--- config.mk ---
export PLATFORM = sky130hd
export DESIGN_NAME = clock_divider_multi_flat
export DESIGN_NICKNAME = d
export VERILOG_FILES = /design/src/rtl/clock_divider_pkg.sv /design/src/rtl/clock_divider_multi_if.sv /design/src/rtl/clock_divider_channel.sv /design/src/rtl/clock_divider_multi.sv /design/src/flat_wrapper.sv
export SDC_FILE = /design/constraint.sdc
export NUM_CORES = 2
export LEC_CHECK = 0
export BUFFER_PORTS_ARGS = -buffer_cell sky130_fd_sc_hd__buf_2
export CORE_MARGIN = 2
export CORE_UTILIZATION = 60
export CTS_BUF_LIST = sky130_fd_sc_hd__clkbuf_8
export DETAILED_ROUTE_END_ITERATION = 16
export GPL_ROUTABILITY_DRIVEN = 0
export PLACE_DENSITY = 0.83
export SLEW_MARGIN = 25
export SYNTH_ARGS = -nofsm -noshare
export SYNTH_HDL_FRONTEND = slang
export SYNTH_HIERARCHICAL = 1
export SYNTH_SLANG_ARGS = --single-unit
--- constraint.sdc ---
create_clock -name clock_in -period 7.9 [get_ports clock_in]
set_clock_uncertainty 0.05 [all_clocks]
set_input_delay 0.395 -clock clock_in [delete_from_list [all_inputs] [get_ports clock_in]]
set_output_delay 0.395 -clock clock_in [all_outputs]
set_load 0.05 [all_outputs]
--- src/rtl/clock_divider_pkg.sv ---
// Shared types and helpers for the multi-channel clock divider.
package clock_divider_pkg;

  localparam int unsigned DEF_CNT_W = 28;
  // Legality is evaluated at this fixed width so any CNT_W up to 64 can share one struct.
  localparam int unsigned CFG_W = 64;

  typedef struct packed {
    logic [CFG_W-1:0] div;
    logic [CFG_W-1:0] high;
  } div_cfg_t;

  function automatic logic cfg_legal(input div_cfg_t c);
    return (c.div >= CFG_W'(2)) && (c.high != '0) && (c.high < c.div);
  endfunction

endpackage

--- src/rtl/clock_divider_multi_if.sv ---
// Configuration write port of the multi-channel clock divider.
interface clock_divider_multi_if
  import clock_divider_pkg::*;
#(
  parameter int unsigned N_CH  = 4,
  parameter int unsigned CNT_W = DEF_CNT_W
);
  localparam int unsigned CH_W = (N_CH > 1) ? $clog2(N_CH) : 1;

  logic             cfg_valid;
  logic             cfg_ready;
  logic [CH_W-1:0]  cfg_ch;
  logic [CNT_W-1:0] cfg_div;
  logic [CNT_W-1:0] cfg_high;
  logic             cfg_err;

  modport master (
    output cfg_valid, cfg_ch, cfg_div, cfg_high,
    input  cfg_ready, cfg_err
  );

  modport slave (
    input  cfg_valid, cfg_ch, cfg_div, cfg_high,
    output cfg_ready, cfg_err
  );
endinterface

--- src/rtl/clock_divider_channel.sv ---
// One divider channel: counter, active/shadow divisor, pending flag, output flops.
module clock_divider_channel
  import clock_divider_pkg::*;
#(
  parameter int unsigned CNT_W       = DEF_CNT_W,
  parameter int unsigned DEFAULT_DIV = 2
) (
  input  logic             clk_i,
  input  logic             rst_i,
  input  logic             en_i,
  input  logic             align_i,
  input  logic             wr_i,
  input  logic [CNT_W-1:0] wr_div_i,
  input  logic [CNT_W-1:0] wr_high_i,
  output logic             pend_o,
  output logic             clk_o,
  output logic             tick_o
);
  localparam logic [CNT_W-1:0] RST_DIV  = CNT_W'(DEFAULT_DIV);
  localparam logic [CNT_W-1:0] RST_HIGH = CNT_W'(DEFAULT_DIV / 2);

  logic [CNT_W-1:0] cnt_q, cnt_d;
  logic [CNT_W-1:0] div_q, div_d, high_q, high_d;
  logic [CNT_W-1:0] sh_div_q, sh_high_q;
  logic             pend_q, pend_d;
  logic             clk_q, clk_d, tick_q, tick_d;
  logic             boundary;

  // Output flops are computed from next-cycle cnt/D/H so they always match cnt_q.
  always_comb begin
    boundary = !en_i || align_i || (cnt_q == div_q - CNT_W'(1));
    div_d    = div_q;
    high_d   = high_q;
    pend_d   = pend_q;
    if (pend_q && boundary) begin
      div_d  = sh_div_q;
      high_d = sh_high_q;
      pend_d = 1'b0;
    end
    if (wr_i) pend_d = 1'b1;
    cnt_d  = boundary ? '0 : cnt_q + CNT_W'(1);
    clk_d  = (cnt_d >= (div_d - high_d));
    tick_d = (cnt_d == (div_d - CNT_W'(1)));
  end

  always_ff @(posedge clk_i or posedge rst_i) begin
    if (rst_i) begin
      cnt_q     <= '0;
      div_q     <= RST_DIV;
      high_q    <= RST_HIGH;
      sh_div_q  <= RST_DIV;
      sh_high_q <= RST_HIGH;
      pend_q    <= 1'b0;
      clk_q     <= 1'b0;
      tick_q    <= 1'b0;
    end else begin
      cnt_q  <= cnt_d;
      div_q  <= div_d;
      high_q <= high_d;
      pend_q <= pend_d;
      clk_q  <= clk_d;
      tick_q <= tick_d;
      if (wr_i) begin
        sh_div_q  <= wr_div_i;
        sh_high_q <= wr_high_i;
      end
    end
  end

  assign pend_o = pend_q;
  assign clk_o  = clk_q;
  assign tick_o = tick_q;
endmodule

--- src/rtl/clock_divider_multi.sv ---
// N-channel programmable clock divider; config handshake decode and cfg_err.
// Optional CLOCK_DIVIDER_SYNC_ALIGN_EN adds sync_align to restart all channels in phase.
module clock_divider_multi
  import clock_divider_pkg::*;
#(
  parameter int unsigned N_CH        = 4,
  parameter int unsigned CNT_W       = DEF_CNT_W,
  parameter int unsigned DEFAULT_DIV = 2
) (
  input  logic                  clock_in,
  input  logic                  reset,
  input  logic [N_CH-1:0]       enable,
`ifdef CLOCK_DIVIDER_SYNC_ALIGN_EN
  input  logic                  sync_align,
`endif
  clock_divider_multi_if.slave  cfg,
  output logic [N_CH-1:0]       clock_out,
  output logic [N_CH-1:0]       tick
);
  localparam int unsigned CH_W = (N_CH > 1) ? $clog2(N_CH) : 1;

  logic [N_CH-1:0] pend;
  logic [N_CH-1:0] wr;
  logic            ch_ok, accept, legal, align;
  logic            err_q;
  div_cfg_t        req;

`ifdef CLOCK_DIVIDER_SYNC_ALIGN_EN
  assign align = sync_align;
`else
  assign align = 1'b0;
`endif

  // Out-of-range channel numbers (non power-of-two N_CH) are never ready.
  always_comb begin
    req.div        = CFG_W'(cfg.cfg_div);
    req.high       = CFG_W'(cfg.cfg_high);
    legal          = cfg_legal(req);
    ch_ok          = (int'(cfg.cfg_ch) < int'(N_CH));
    cfg.cfg_ready  = !reset && ch_ok && !pend[cfg.cfg_ch];
    accept         = cfg.cfg_valid && cfg.cfg_ready;
    wr             = '0;
    for (int unsigned i = 0; i < N_CH; i++) begin
      wr[i] = accept && legal && (cfg.cfg_ch == CH_W'(i));
    end
  end

  always_ff @(posedge clock_in or posedge reset) begin
    if (reset) err_q <= 1'b0;
    else       err_q <= accept && !legal;
  end

  assign cfg.cfg_err = err_q;

  for (genvar g = 0; g < N_CH; g++) begin : g_ch
    clock_divider_channel #(
      .CNT_W      (CNT_W),
      .DEFAULT_DIV(DEFAULT_DIV)
    ) u_ch (
      .clk_i    (clock_in),
      .rst_i    (reset),
      .en_i     (enable[g]),
      .align_i  (align),
      .wr_i     (wr[g]),
      .wr_div_i (cfg.cfg_div),
      .wr_high_i(cfg.cfg_high),
      .pend_o   (pend[g]),
      .clk_o    (clock_out[g]),
      .tick_o   (tick[g])
    );
  end
endmodule

--- src/flat_wrapper.sv ---
// flat-port wrapper written by rule: the top's interface ports become plain ports
module clock_divider_multi_flat import clock_divider_pkg::*;
#(
  parameter int unsigned N_CH        = 4,
  parameter int unsigned CNT_W       = DEF_CNT_W,
  parameter int unsigned DEFAULT_DIV = 2
)
  (clock_in, reset, enable, clock_out, tick, cfg_cfg_valid, cfg_cfg_ch, cfg_cfg_div, cfg_cfg_high, cfg_cfg_ready, cfg_cfg_err);
  clock_divider_multi_if #(.N_CH(N_CH), .CNT_W(CNT_W)) cfg_i ();
  input  logic clock_in;
  input  logic reset;
  input  logic [N_CH-1:0] enable;
  output logic [N_CH-1:0] clock_out;
  output logic [N_CH-1:0] tick;
  input wire logic [$bits(cfg_i.cfg_valid)-1:0] cfg_cfg_valid;
  input wire logic [$bits(cfg_i.cfg_ch)-1:0] cfg_cfg_ch;
  input wire logic [$bits(cfg_i.cfg_div)-1:0] cfg_cfg_div;
  input wire logic [$bits(cfg_i.cfg_high)-1:0] cfg_cfg_high;
  output wire logic [$bits(cfg_i.cfg_ready)-1:0] cfg_cfg_ready;
  output wire logic [$bits(cfg_i.cfg_err)-1:0] cfg_cfg_err;
  assign cfg_i.cfg_valid = cfg_cfg_valid;
  assign cfg_i.cfg_ch = cfg_cfg_ch;
  assign cfg_i.cfg_div = cfg_cfg_div;
  assign cfg_i.cfg_high = cfg_cfg_high;
  assign cfg_cfg_ready = cfg_i.cfg_ready;
  assign cfg_cfg_err = cfg_i.cfg_err;
  clock_divider_multi #(.N_CH(N_CH), .CNT_W(CNT_W), .DEFAULT_DIV(DEFAULT_DIV)) u_core (.clock_in(clock_in), .reset(reset), .enable(enable), .cfg(cfg_i), .clock_out(clock_out), .tick(tick));
endmodule
==> results.md <==
* CP Capture Type: flop
* Number of global-route vias before repair at 35500
* Peak supply drop at 0.000307 V
* Clock buffer depth at 3
* R2r setup slk at 360 ps
* Worst setup path endpoint: u_core/g_ch[2].u_ch/clk_o$_DFF_PP0_
* CTS Root Cell: clkbuf_8
* Avg Cell Area, Syn at 9.29 µm²
* Post-layout util at 66.2%
* EDFF count, synth at 0
* Via/cell ratio at 6.55
* Rows at 96
* Power Dens Cells at 393 nW/µm²
* Nets at 4916
* CP startpoint: u_core/g_ch[2].u_ch/div_q[0]$_DFF_PP0_
* Sequential area share after synthesis at 34.2%
* Gate power share at 57.5%
* TritonCTS buffer count at 96
* Power Internal at 9830 µW
* Filler cells at 5418
* Clock transition at path regs at 60 ps
* Via count of the routed design at 36700
* Cell area after layout at 45600 µm²
* Die area at 72100 µm²
* Worst Hold Class: in2reg
* Switching share of power at 45.2%
* Gate Count Post-Synth at 4519
* Leak at 0.0221 µW
* Area post-placement at 43200 µm²
* Cell mode on critical path: a21oi_1
* Overall Global Routing Usage at 34.8%
* First-pass GRT wire length at 196000 µm
* Starting Density at 60.9%
* Non-filler cells, final at 5610
* Count leader, synth: dfrtp_1
* Tmin final at 7540 ps
* IO Count at 75
* DRC Markers at 0
* WP data arrival at 8070 ps
* Cell taking the most area after synthesis: dfrtp_1
* Slowest stage delay, CP at 440 ps
* Worst skew pair latency at 740 ps
* Reg2reg end: u_core/g_ch[2].u_ch/clk_o$_DFF_PP0_
* Sequential power share at 26.3%
* Worst r2r src: u_core/g_ch[2].u_ch/div_q[0]$_DFF_PP0_
* Worst Max-Slew Pin Slew at 961 ps
* Yosys cell types at 117
* Synth-to-layout area growth at 8.64%
* Synth Flop Type: dfrtp_1
* IO Port Bufs at 74
* Top cells by count, synth: dfrtp_1 (557), nand2_1 (338), nor2_1 (289)
* Unrepaired setup endpoints after global routing: yes
* Detailed placement HPWL at 92300 µm
* Setup CP Type: reg2reg
* Startpoint Class: flop
* Worst EP required at 8430 ps
* Antenna viol nets, final at 0
* Die width at 269 µm
* Critical-path top delay cell: or3_1
* H-tree depth at 3
* Die Y at 269 µm
* Setup Viol. Count Final at 0
* FF+latch count, synth at 573
* Slew Limit Headroom at 35.3%
* Fraction of layout cells with a size suffix above 1 at 14.7%
* Reg2reg path depth at 33
* Clock tree sinks at 573
* WL final at 127000 µm
* Synthesis warning total at 6
* CP Max Fanout at 33
* Pins Over Slew Limit at 0
* 1st-pass router iterations at 12
* Core region area at 68900 µm²
* Top post-synthesis cells by area: dfrtp_1 (33%), ha_1 (7.6%), mux2_2 (6.5%)
* Clock power share at 16.3%
* Placed cell count at 5412
* Routed WL per cell at 22.6 µm
* CTS tree: yes
* Final period util at 95.4%
* Max cap viols at 0
* Drt initial violations at 4320
* Max Clk Rate at 133 MHz
* Ys async rst share at 100%
* Initial antenna violation count at 10
* Largest net degree at the start of global routing at 93
* Overflow left after global routing at 0
* Final hold violation count at 0
* Netlist area before placement at 42000 µm²
* Switch Pwr at 8110 µW
* Share of the synthesized area in the top cell type at 33.2%
* Outcome: completed
## state kept, by name, indices dropped and copies added, names as in the netlist
register	count
u_core/g_ch.u_ch/cnt_q	112
u_core/g_ch.u_ch/div_q	112
u_core/g_ch.u_ch/high_q	112
u_core/g_ch.u_ch/sh_div_q	112
u_core/g_ch.u_ch/sh_high_q	112
u_core/g_ch.u_ch/clk_o	4
u_core/g_ch.u_ch/pend_o	4
u_core/g_ch.u_ch/tick_o	4
u_core/cfg.cfg_err	1
## cell families (layout without fill, tap and decap cells)
logic type,after synthesis,count (layout),share of synthesized area [%]
flip-flops,573,573,34.2
other,1,13,0.00893
XOR/XNOR,439,439,9.91
AO/OA/AOI/OAI,852,852,13.4
AND/OR/NAND/NOR,1504,1504,19.1
multiplexers,412,412,10.7
adder cells (fa/ha/maj),269,269,8.03
buffers and inverters,469,617,4.66
## area by class of cell
type                            count  area (µm²)  area share, %
Clock inverter                     56         437          0.957
Timing Repair Buffer              155        1020           2.25
Clock buffer                      122        1680           3.68
Inverter                          284        1090           2.38
Antenna cell                        7        17.5         0.0384
Multi-Input combinational cell   3482       25900           56.7
Sequential cell                   573       14400           31.5
Tap cell                          931        1160           2.55
## per-layer routing
layer	up-vias	track usage, %	part of all wire, %
met5	-	1.49	0.17
met4	12	20.0	6.5
met3	579	8.41	9.9
met2	2106	54.2	44
met1	17600	44.2	39
li1	16500	-	-
## power by group through the flow
| stage | Combinational, µW | Sequential [µW] | Clock, µW |
|---|---|---|---|
| 6_report | 10300 | 4710 | 2920 |
| 3_5_place_dp | 9840 | 4690 | 0 |
| 5_1_grt | 11300 | 4780 | 3100 |
| 2_1_floorplan | 7920 | 4250 | 0 |
| 4_1_cts | 9960 | 4650 | 2960 |
| 3_3_place_gp | 9530 | 4650 | 0 |
## through the flow
| step | setup TNS (ps) | hold slack (ps) | setup slack [ps] | total power [µW] |
|---|---|---|---|---|
| floorplan | 0 | 73.7 | 281 | 12200 |
| global placement | 0 | 365 | 576 | 14200 |
| detailed placement | 0 | 370 | 280 | 14500 |
| CTS | 0 | 5.30 | 283 | 17600 |
| global route | -199 | 50.0 | -126 | 19200 |
| finish | 0 | 77.7 | 363 | 17900 |
## cell usage in the layout (no fill, tap or decap), drive strengths merged, types with 122 or more instances in the layout
cell type,synthesis,final
buf,69,154
nand2,341,341
xnor2,229,229
ha,255,255
nand3,153,153
inv,284,309
mux2,245,245
a21oi,220,220
dfrtp,557,557
nor2,293,293
o21ai,198,198
clkbuf,116,122
xor2,188,188
mux2i,166,166
## how the worst min path moves through the flow
stage | from | end | cells after the start
after floorplan | reset | u_core/cfg.cfg_err$_DFF_PP0_ | 1
after global placement | reset | u_core/cfg.cfg_err$_DFF_PP0_ | 2
after CTS | cfg_cfg_div[8] | u_core/g_ch[0].u_ch/sh_div_q[8]$_DFFE_PP0P_ | 3
final | cfg_cfg_div[8] | u_core/g_ch[0].u_ch/sh_div_q[8]$_DFFE_PP0P_ | 3
after global routing | cfg_cfg_high[10] | u_core/g_ch[1].u_ch/sh_high_q[10]$_DFFE_PP0P_ | 2
after detailed placement | reset | u_core/cfg.cfg_err$_DFF_PP0_ | 2
## critical path: cells and delay by family (launching register included)
kind | cells | cell delay [ps]
AOI/OAI and AO/OA | 16 | 3030
buffers and inverters | 4 | 760
muxes | 1 | 380
adders and majority gates | 3 | 870
DFF | 1 | 430
xor gates and xnor gates | 1 | 170
and+or+nand+nor | 8 | 1690
## timing repair
| item | in CTS | in global routing |
|---|---|---|
| endpoints found under the hold margin | 287 | 0 |
| buffers inserted | 0 | 12 |
| resized for setup | 0 | 35 |
| endpoints found under the setup margin | 0 | 4 |
| hold buffers | 1 | 0 |
Power figures use the tool's default switching activity.
